### src/rtl/fixed_point_pkg.sv
`default_nettype none
// ----------------------------------------------------------------------------
// fixed_point_pkg : shared fixed-point defaults, word type and sequencer states
// Rev 1.0
// ----------------------------------------------------------------------------
package fixed_point_pkg;

    localparam int DEFAULT_WORD_LENGTH     = 6;
    localparam int DEFAULT_INTEGER_PART    = 3;
    localparam int DEFAULT_FRACTIONAL_PART = DEFAULT_WORD_LENGTH - DEFAULT_INTEGER_PART;

    typedef logic signed [DEFAULT_WORD_LENGTH-1:0] word_t;

    typedef enum logic [1:0] {
        IDLE  = 2'd0,
        ACCUM = 2'd1,
        DONE  = 2'd2
    } dot_state_t;

endpackage
`default_nettype wire

### src/rtl/Fixed_Point_MAC.sv
`default_nettype none
// ----------------------------------------------------------------------------
// Fixed_Point_MAC : combinational D = trunc(A*B) + C, wrapping, no saturation
// Rev 1.0
// ----------------------------------------------------------------------------
module Fixed_Point_MAC #(
    parameter int WORD_LENGTH  = 6,
    parameter int INTEGER_PART = 3
) (
    input  logic signed [WORD_LENGTH-1:0] A,
    input  logic signed [WORD_LENGTH-1:0] B,
    input  logic signed [WORD_LENGTH-1:0] C,
    output logic signed [WORD_LENGTH-1:0] D
);

    localparam int FRACTIONAL_PART = WORD_LENGTH - INTEGER_PART;

    logic signed [2*WORD_LENGTH-1:0] product;
    logic signed [WORD_LENGTH-1:0]   trunc;

    assign product = A * B;
    // Arithmetic shift floors toward -inf; the cast drops the excess integer bits.
    assign trunc   = WORD_LENGTH'(product >>> FRACTIONAL_PART);
    assign D       = trunc + C;

endmodule
`default_nettype wire

### src/rtl/fixed_point_dot_seq.sv
`default_nettype none
// ----------------------------------------------------------------------------
// fixed_point_dot_seq : streamed dot product plus bias on one shared MAC
// Rev 1.0
// ----------------------------------------------------------------------------
module fixed_point_dot_seq
    import fixed_point_pkg::*;
#(
    parameter int WORD_LENGTH  = DEFAULT_WORD_LENGTH,
    parameter int INTEGER_PART = DEFAULT_INTEGER_PART,
    parameter int LEN_MAX      = 8,
    parameter int LEN_W        = $clog2(LEN_MAX + 1)
) (
    input  logic                   clk,
    input  logic                   reset,
    input  logic                   start_i,
    input  logic [LEN_W-1:0]       len_i,
    input  logic [WORD_LENGTH-1:0] bias_i,
    output logic                   busy_o,
    input  logic [WORD_LENGTH-1:0] a_i,
    input  logic [WORD_LENGTH-1:0] b_i,
    input  logic                   in_valid_i,
    output logic                   in_ready_o,
    output logic [WORD_LENGTH-1:0] result_o,
    output logic                   result_valid_o,
    input  logic                   result_ack_i
);

    dot_state_t              state;
    logic [WORD_LENGTH-1:0]  acc;
    logic [WORD_LENGTH-1:0]  mac_d;
    logic [LEN_W-1:0]        cnt;
    logic [LEN_W-1:0]        len_q;
    logic [LEN_W-1:0]        len_clamped;

    assign len_clamped = (len_i > LEN_W'(LEN_MAX)) ? LEN_W'(LEN_MAX) : len_i;

    Fixed_Point_MAC #(
        .WORD_LENGTH  (WORD_LENGTH),
        .INTEGER_PART (INTEGER_PART)
    ) u_mac (
        .A (a_i),
        .B (b_i),
        .C (acc),
        .D (mac_d)
    );

    always_ff @(posedge clk or negedge reset) begin
        if (!reset) begin
            state <= IDLE;
            acc   <= '0;
            cnt   <= '0;
            len_q <= '0;
        end else begin
            case (state)
                IDLE: begin
                    if (start_i) begin
                        acc   <= bias_i;
                        cnt   <= '0;
                        len_q <= len_clamped;
                        state <= (len_clamped == '0) ? DONE : ACCUM;
                    end
                end
                ACCUM: begin
                    if (in_valid_i) begin
                        acc <= mac_d;
                        cnt <= cnt + LEN_W'(1);
                        if (cnt == len_q - LEN_W'(1)) begin
                            state <= DONE;
                        end
                    end
                end
                DONE: begin
                    if (result_ack_i) begin
                        state <= IDLE;
                    end
                end
                default: state <= IDLE;
            endcase
        end
    end

    // Outputs decode from state and registers only, never from inputs.
    assign in_ready_o     = (state == ACCUM);
    assign result_valid_o = (state == DONE);
    assign busy_o         = (state == ACCUM) || (state == DONE);
    assign result_o       = (state == DONE) ? acc : '0;

endmodule
`default_nettype wire

### config.mk
export PLATFORM = sky130hd
export DESIGN_NAME = fixed_point_dot_seq
export DESIGN_NICKNAME = d
export VERILOG_FILES = /design/src/rtl/fixed_point_pkg.sv /design/src/rtl/Fixed_Point_MAC.sv /design/src/rtl/fixed_point_dot_seq.sv
export SDC_FILE = /design/constraint.sdc
export NUM_CORES = 1
export LEC_CHECK = 0
export CAP_MARGIN = 20
export CORE_MARGIN = 1
export CORE_UTILIZATION = 40
export DETAILED_ROUTE_END_ITERATION = 10
export GPL_TIMING_DRIVEN = 1
export SLEW_MARGIN = 20
export SYNTH_ARGS = -nofsm -noshare
export SYNTH_HDL_FRONTEND = slang
export SYNTH_SLANG_ARGS = --single-unit
### constraint.sdc
create_clock -name clk -period 2.15 [get_ports clk]
set_clock_uncertainty 0.05 [all_clocks]
set_input_delay 0.215 -clock clk [delete_from_list [all_inputs] [get_ports clk]]
set_output_delay 0.215 -clock clk [all_outputs]
set_load 0.005 [all_outputs]
==> metrics, run 1 <==
# DRC=0; dpl ws=-2.608 ns; TritonCTS sink count=16; sequential cell area=approximately 400 sq um; cts hold-fix bufs=0; WS Path Type=input port to flip-flop; slew margin rel.=73.06%; final wirelength=4449 microns; summed negative setup slack over all endpoints=-8.284 ns; CTS clk-pin slew, worst paths=0.07 ns; clock tree buffer depth=2; sum of buffers and inverters on the critical path=3; GRT busiest layer=met2; length of the first detailed-routing pass in iterations=4; cell with the most instances on the worst path=sky130_fd_sc_hd__fa_1; TritonCTS clock tree=done; power density of the placed cells=1283 nW/um^2; Yosys reg bits=16; effective utilization at floorplan=41.52%; wire length of the first global-routing pass=7369 microns; Max stage delay cell, worst path=sky130_fd_sc_hd__fa_1; post-route antenna net violation count=0; top-level port count=36; Hold WC Path Type=input port to async pin; number of vias after detailed routing=1589; cell class contributing the biggest share of worst-path delay=adder cells; number of antenna violations at the first check in global routing=0; Die Span Y=around 72 microns; clk_lat worst skew=roughly 0.25 ns; Synth area leaders=sky130_fd_sc_hd__dfrtp_1, sky130_fd_sc_hd__fa_1, sky130_fd_sc_hd__ha_1, sky130_fd_sc_hd__and2_1, sky130_fd_sc_hd__xnor2_1; Horiz. Die Dim=71.79 microns; post-layout minimum cycle time=4.119 ns; worst setup slack after layout=-1.969 ns; number of distinct library cells after synthesis=34; global routing usage on met3=under 10%; average cell area after synthesis=slightly below 10 sq um; Critical Path Max Stage Delay=roughly 0.53 ns; kind of capture point of the worst setup path=flip-flop; count of pins over their slew limit=0; Port Buffers=35; global-route usage over all layers=18.57%; total overflow reported by the global router=0; share of layout cells above drive strength 1=29.63%; maximum operating frequency=242.8 MHz; data required time at the worst endpoint=2.26 ns; nets=339; row cnt=25; via count of the first global-routing pass=1633; total die area=5153 sq um; Iter 0 DRT Violations=19; transition time of the tightest slew-check pin=0.3988 ns; fill cell count=422; maximum vdd drop=roughly 0.00074 V; area of the mapped netlist=~1900 sq um; maximum net fanout on the critical path=2; failing checks=negative setup slack; drt wl/cell=around 14 microns; Root Driver=sky130_fd_sc_hd__clkbuf_8; total power draw=~0.0036 W; leakage dissipation=about 1.3 nW; status=finished, violations left; total core area=4692 sq um; area fraction of the dominant cell type after synthesis=20.55%; total of warnings raised by yosys=0; Final Hold Fails=0; met1 routing resource usage after global routing=approximately a quarter; number of cells produced by synthesis=201; total of max-cap violations=0; Global Route met2 Usage=32.81%; post-synthesis to final-layout area growth=45.09%; core occupancy in the finished layout=60.24%; post-detail-place hpwl=3548 microns; arrival time at the worst endpoint=between 4 and 5 ns; sequential area share after synthesis=roughly a fifth; number of H-tree branching levels=1; Inserted Clock Buffers=3; largest net degree at the start of global routing=17; total nets after synthesis=about 270; placer congestion estimate=0.7870; Synth area leader=sky130_fd_sc_hd__dfrtp_1; via/cell ratio=4.904; setup repair after global routing missed its margin=yes; launching element type of the critical path=input port; number of setup violations in the final report=6; combined area of the multi-input logic cells=roughly 1600 sq um; number of antenna repair diodes=0; Tcrit/Tclk final=191.6%; cells traversed along the worst timing path=buf_6, and2_4, fa_1, inv_1, fa_1, inv_2, fa_1, fa_1, fa_2, xor2_2, ha_1, o21ai_1, o21bai_1, a21oi_2, xnor3_1, a221oi_2
-- final timing paths --
kind,cells after the start,startpoint,slack (ns),to
max,16,b_i[1],-1.97,acc[5]
min,2,reset,0.23,len_q[1]
max reg2reg,6,len_q[0],0.07,state[0]
min reg2reg,1,acc[4],0.46,acc[4]
max in group asynchronous,2,reset,1.63,acc[1]
min in group clk,1,acc[4],0.46,acc[4]
-- where the power goes --
group / switching, W / total [W] / leakage, nW / internal, W
combinational: 0.00121 / 0.00277 / 1.10 / 0.00156
sequential: 0.000142 / 0.000587 / 0.200 / 0.000444
clock: 0.000110 / 0.000272 / 0.0288 / 0.000163
-- layout by cell type (no fill, tap or decap), types with 6 or more instances in the layout --
master	count
sky130_fd_sc_hd__nand2b_1	6
sky130_fd_sc_hd__buf_6	7
sky130_fd_sc_hd__buf_4	29
sky130_fd_sc_hd__nand2_1	19
sky130_fd_sc_hd__clkdlybuf4s50_1	23
sky130_fd_sc_hd__fa_1	18
sky130_fd_sc_hd__ha_4	8
sky130_fd_sc_hd__xor2_1	6
sky130_fd_sc_hd__dfrtp_1	16
sky130_fd_sc_hd__and2_1	12
sky130_fd_sc_hd__inv_1	17
sky130_fd_sc_hd__ha_1	14
sky130_fd_sc_hd__nor2_1	11
sky130_fd_sc_hd__xnor2_1	11
-- stage by stage --
stage	area (sq um)	instances	hold WS [ns]
finish	2826	324	0.2316
global route	2826	324	0.2492
CTS	2710	323	0.2344
detailed placement	2619	315	0.4548
global placement	2619	315	0.4419
floorplan	2002	201	-0.1306
-- what timing repair did --
item                                    in CTS  in global routing
pin swaps                                   23                 19
resized for setup                           48                 18
endpoints found under the setup margin       6                  7
buffers inserted                             4                  2
-- final cells by class --
| type | instances | share of cell area, % |
|---|---|---|
| repair buffers | 68 | 20.67 |
| well taps | 54 | 2.390 |
| inverters | 19 | 2.523 |
| clock buffers | 4 | 1.948 |
| flip-flops and latches | 16 | 14.17 |
| multi-input cells | 163 | 58.30 |
-- logic make-up (layout without fill, tap and decap cells) --
kind of cell	after synthesis	in the layout	synth area share, %
AO/OA/AOI/OAI	31	31	10.92
XOR/XNOR	22	22	11.30
adder cells (fa/ha/maj)	41	41	33.65
buffers and inverters	22	91	4.239
flip-flops	16	16	20.55
multiplexers	5	5	2.697
AND/OR/NAND/NOR	64	64	16.64
-- sequential cells by signal, summed over array words and instances, names as in the netlist --
register,count
acc,6
cnt,4
len_q,4
state,2
-- worst register-to-register path, stage by stage (launching register included) --
cell	delay (ns)
sky130_fd_sc_hd__dfrtp_1	0.43
sky130_fd_sc_hd__inv_1	0.06
sky130_fd_sc_hd__ha_1	0.30
sky130_fd_sc_hd__xnor2_1	0.13
sky130_fd_sc_hd__o41ai_1	0.44
sky130_fd_sc_hd__o2111ai_1	0.23
sky130_fd_sc_hd__mux2_2	0.32
-- synth_stat cells --
master / instances
sky130_fd_sc_hd__a22o_1: 1
sky130_fd_sc_hd__nor3_1: 2
sky130_fd_sc_hd__nand2b_1: 7
sky130_fd_sc_hd__mux2i_1: 3
sky130_fd_sc_hd__o2111ai_1: 1
sky130_fd_sc_hd__xnor3_1: 2
sky130_fd_sc_hd__o211a_1: 1
sky130_fd_sc_hd__fa_1: 19
sky130_fd_sc_hd__a221oi_2: 1
sky130_fd_sc_hd__a21oi_1: 9
sky130_fd_sc_hd__and2_1: 17
sky130_fd_sc_hd__clkbuf_1: 3
sky130_fd_sc_hd__and2b_2: 1
sky130_fd_sc_hd__inv_1: 19
sky130_fd_sc_hd__and3_1: 1
sky130_fd_sc_hd__o41ai_1: 1
sky130_fd_sc_hd__nor2_1: 11
sky130_fd_sc_hd__o211ai_1: 1
sky130_fd_sc_hd__o21ai_0: 5
sky130_fd_sc_hd__nor2b_1: 2
sky130_fd_sc_hd__and2_2: 1
sky130_fd_sc_hd__mux2_2: 2
sky130_fd_sc_hd__dfrtp_1: 16
sky130_fd_sc_hd__a21o_2: 1
sky130_fd_sc_hd__nor4_1: 1
sky130_fd_sc_hd__a21boi_0: 1
sky130_fd_sc_hd__nand2_1: 20
sky130_fd_sc_hd__xnor2_1: 12
sky130_fd_sc_hd__ha_1: 22
sky130_fd_sc_hd__a21o_1: 5
sky130_fd_sc_hd__nand4_1: 1
sky130_fd_sc_hd__o21bai_1: 1
sky130_fd_sc_hd__a211oi_1: 3
sky130_fd_sc_hd__xor2_1: 8
-- routing by layer --
layer	vias to the layer above	part of all wire [%]	routed length (microns)
met5	-	0	0
met4	0	0.70	31
met3	2	2.8	126
met2	33	51	2278
met1	752	45	2012
li1	802	-	-
(Power assumes the default switching activity.)
==> run 2, diff against run 1 <==
Settings changed: ABC_AREA from default to 0, CELL_PAD_IN_SITES_DETAIL_PLACEMENT from default to 1, CELL_PAD_IN_SITES_GLOBAL_PLACEMENT from default to 2, CORE_UTILIZATION 40 to 33, HOLD_SLACK_MARGIN from default to 0.02, PLACE_DENSITY_LB_ADDON from default to 0.1.
==> metrics, run 2 (synthesis gave the netlist of run 1 again) <==
post-synthesis to final-layout area growth=47.01%; worst setup slack after layout=-1.981 ns (-0.01178 ns); Post-Place Cell Area=2634 sq um (+0.57%); maximum vdd drop=0.0007539 V (+2.2%); total overflow reported by the global router=0 (unchanged); WS Path Type=input port to flip-flop; post-layout minimum cycle time=4.131 ns (+0.01178 ns); Final Hold Fails=0 (unchanged); data required time at the worst endpoint=2.26 ns (about the same); maximum operating frequency=242.1 MHz (-0.29%); startpoint of the most critical register-to-register path=len_q[0]; number of vias after detailed routing=1640 (+3.2%); via/cell ratio=4.838 (-1.4%); number of antenna repair diodes=0 (unchanged); # DRC=0 (unchanged); TritonCTS sink count=16 (unchanged); global-route usage over all layers=18.62% (+0.049 points); leakage dissipation=1.319 nW (-0.43%); final wirelength=5188 microns (+17%); arrival time at the worst endpoint=4.24 ns (about the same); Tcrit/Tclk final=192.1% (+0.55 points); count of pins over their slew limit=0 (unchanged); final cell count without fillers=339 (+4.6%); placer congestion estimate=0.8477 (+7.7%); CTS clk-pin slew, worst paths=0.07 ns (about the same); clock tree buffer depth=2 (unchanged); Critical Path Max Stage Delay=0.60 ns (+0.07 ns); core occupancy in the finished layout=51.07% (-9.2 points); Iter 0 DRT Violations=24 (+5); setup repair after global routing missed its margin=yes; r2r endpoint=state[0]; transition time of the tightest slew-check pin=0.4378 ns (+0.03895 ns); share of layout cells above drive strength 1=28.46% (-1.2 points); power density of the placed cells=1327 nW/um^2 (+3.4%); max FFs per register=6 (unchanged); kind of capture point of the worst setup path=flip-flop; cell class contributing the biggest share of worst-path delay=adder cells; TritonCTS clock tree=done; Critical path origin=b_i[2]; commonest non-fill, non-tap cells in the layout=sky130_fd_sc_hd__buf_4, sky130_fd_sc_hd__clkdlybuf4s50_1, sky130_fd_sc_hd__nand2_1, sky130_fd_sc_hd__fa_1, sky130_fd_sc_hd__inv_1; wire length of the first global-routing pass=8956 microns (+22%); post-detail-place hpwl=4429 microns (+25%); fill cell count=655 (+55%); Inserted Clock Buffers=3 (unchanged); Max stage delay cell, worst path=sky130_fd_sc_hd__fa_1; row cnt=27 (+8.0%); most frequent standard cell in the layout excluding fill and tap cells=sky130_fd_sc_hd__buf_4; clk_lat worst skew=0.25 ns (about the same); total die area=6215 sq um (+21%); Port Buffers=35 (unchanged); length of the first detailed-routing pass in iterations=4 (unchanged); slew margin rel.=70.55% (-2.5 points); largest net degree at the start of global routing=17 (unchanged); number of antenna violations at the first check in global routing=0 (unchanged); effective utilization at floorplan=34.74% (-6.8 points); largest reg by FF count=acc; Horiz. Die Dim=78.84 microns (+9.8%); sum of buffers and inverters on the critical path=3 (unchanged); dpl ws=-2.630 ns (-0.02219 ns); number of setup violations in the final report=6 (unchanged); cts hold-fix bufs=0 (unchanged); total core area=5608 sq um (+20%); top-level port count=36 (unchanged); registers with the most flip-flops=acc: 6 flops, cnt: 4 flops, len_q: 4 flops; Hold WC Path Type=input port to async pin; maximum net fanout on the critical path=3 (+1); drt wl/cell=15.30 microns (+11%); status=finished, violations left; number of H-tree branching levels=1 (unchanged); cells traversed along the worst timing path=buf_6, and2_4, fa_1, inv_2, fa_1, inv_1, fa_1, fa_1, fa_2, ha_4, o21ai_1, o21bai_1, a21oi_2, xnor3_1, a221oi_2; cell with the most instances on the worst path=sky130_fd_sc_hd__fa_1; post-route antenna net violation count=0 (unchanged); Die Span Y=78.84 microns (+9.8%); launching element type of the critical path=input port; Root Driver=sky130_fd_sc_hd__clkbuf_8; nets=336 (-0.88%); depth of the worst register-to-register path=6 (unchanged); total of max-cap violations=0 (unchanged); dpl cells=332 (+5.4%); via count of the first global-routing pass=1871 (+15%); Reg2Reg Setup Slack=0.17 ns (+0.10 ns); failing checks=negative setup slack; Design Area, Final=2864 sq um (+1.3%)
-- run 2: cell count changes in the layout (fill, tap and decap cells not counted), sizes merged --
cell,change
buf,-3
clkdlybuf4s15,+1
clkbuf,-1
-- run 2: stage by stage --
step / power [W] / hold WS, ns / TNS, ns
after floorplan: 0.002284 / -0.1306 / -7.988
after global placement: 0.003006 / 0.4487 / -12.04
after detailed placement: 0.003141 / 0.4608 / -12.47
after CTS: 0.003626 / 0.2499 / -8.621
after global routing: 0.004128 / 0.2736 / -9.252
final: 0.003800 / 0.2474 / -8.613
-- run 2: routing by layer --
| metal | vias up | GRT usage, % | routed length, microns |
|---|---|---|---|
| li1 | 796 | - | - |
| met5 | - | 0 | 0 |
| met2 | 22 | 31.65 | 2513 |
| met4 | 0 | 2.727 | 13 |
| met3 | 2 | 2.759 | 112 |
| met1 | 820 | 25.54 | 2548 |
-- run 2: what timing repair did --
action	in CTS	in global routing
buffers inserted	3	3
setup endpoints to repair	6	7
pin swaps	23	14
resized for setup	66	8
-- run 2: how the worst max path moves through the flow --
stage / depth (start not counted) / endpoint / slack, ns
floorplan: 15 / acc[5] / -1.96
global placement: 17 / acc[5] / -2.54
detailed placement: 16 / acc[5] / -2.63
CTS: 16 / acc[5] / -2.05
global route: 16 / acc[5] / -2.13
finish: 15 / acc[5] / -1.98
-- run 2: worst register-to-register path: cells and delay by family (launching register included) --
kind            cells  cell delay [ns]
compound gates      2             0.60
xor+xnor            1             0.13
fa+ha+maj           1             0.30
buf+inv             1             0.06
flops               1             0.41
mux                 1             0.33
-- run 2: cell type report --
class	instances	area, sq um	share of cell area (%)
Sequential cell	16	400.4	13.98
Multi-Input combinational cell	163	1653	57.71
Tap cell	72	90.09	3.145
Inverter	19	71.32	2.490
Timing Repair Buffer	65	594.3	20.75
Clock buffer	4	55.05	1.922
-- run 2: report_power, final --
group	internal, W	switching [W]
clock network	0.000162	0.000106
registers	0.000444	0.000142
logic	0.00161	0.00134
total	0.00222	0.00158
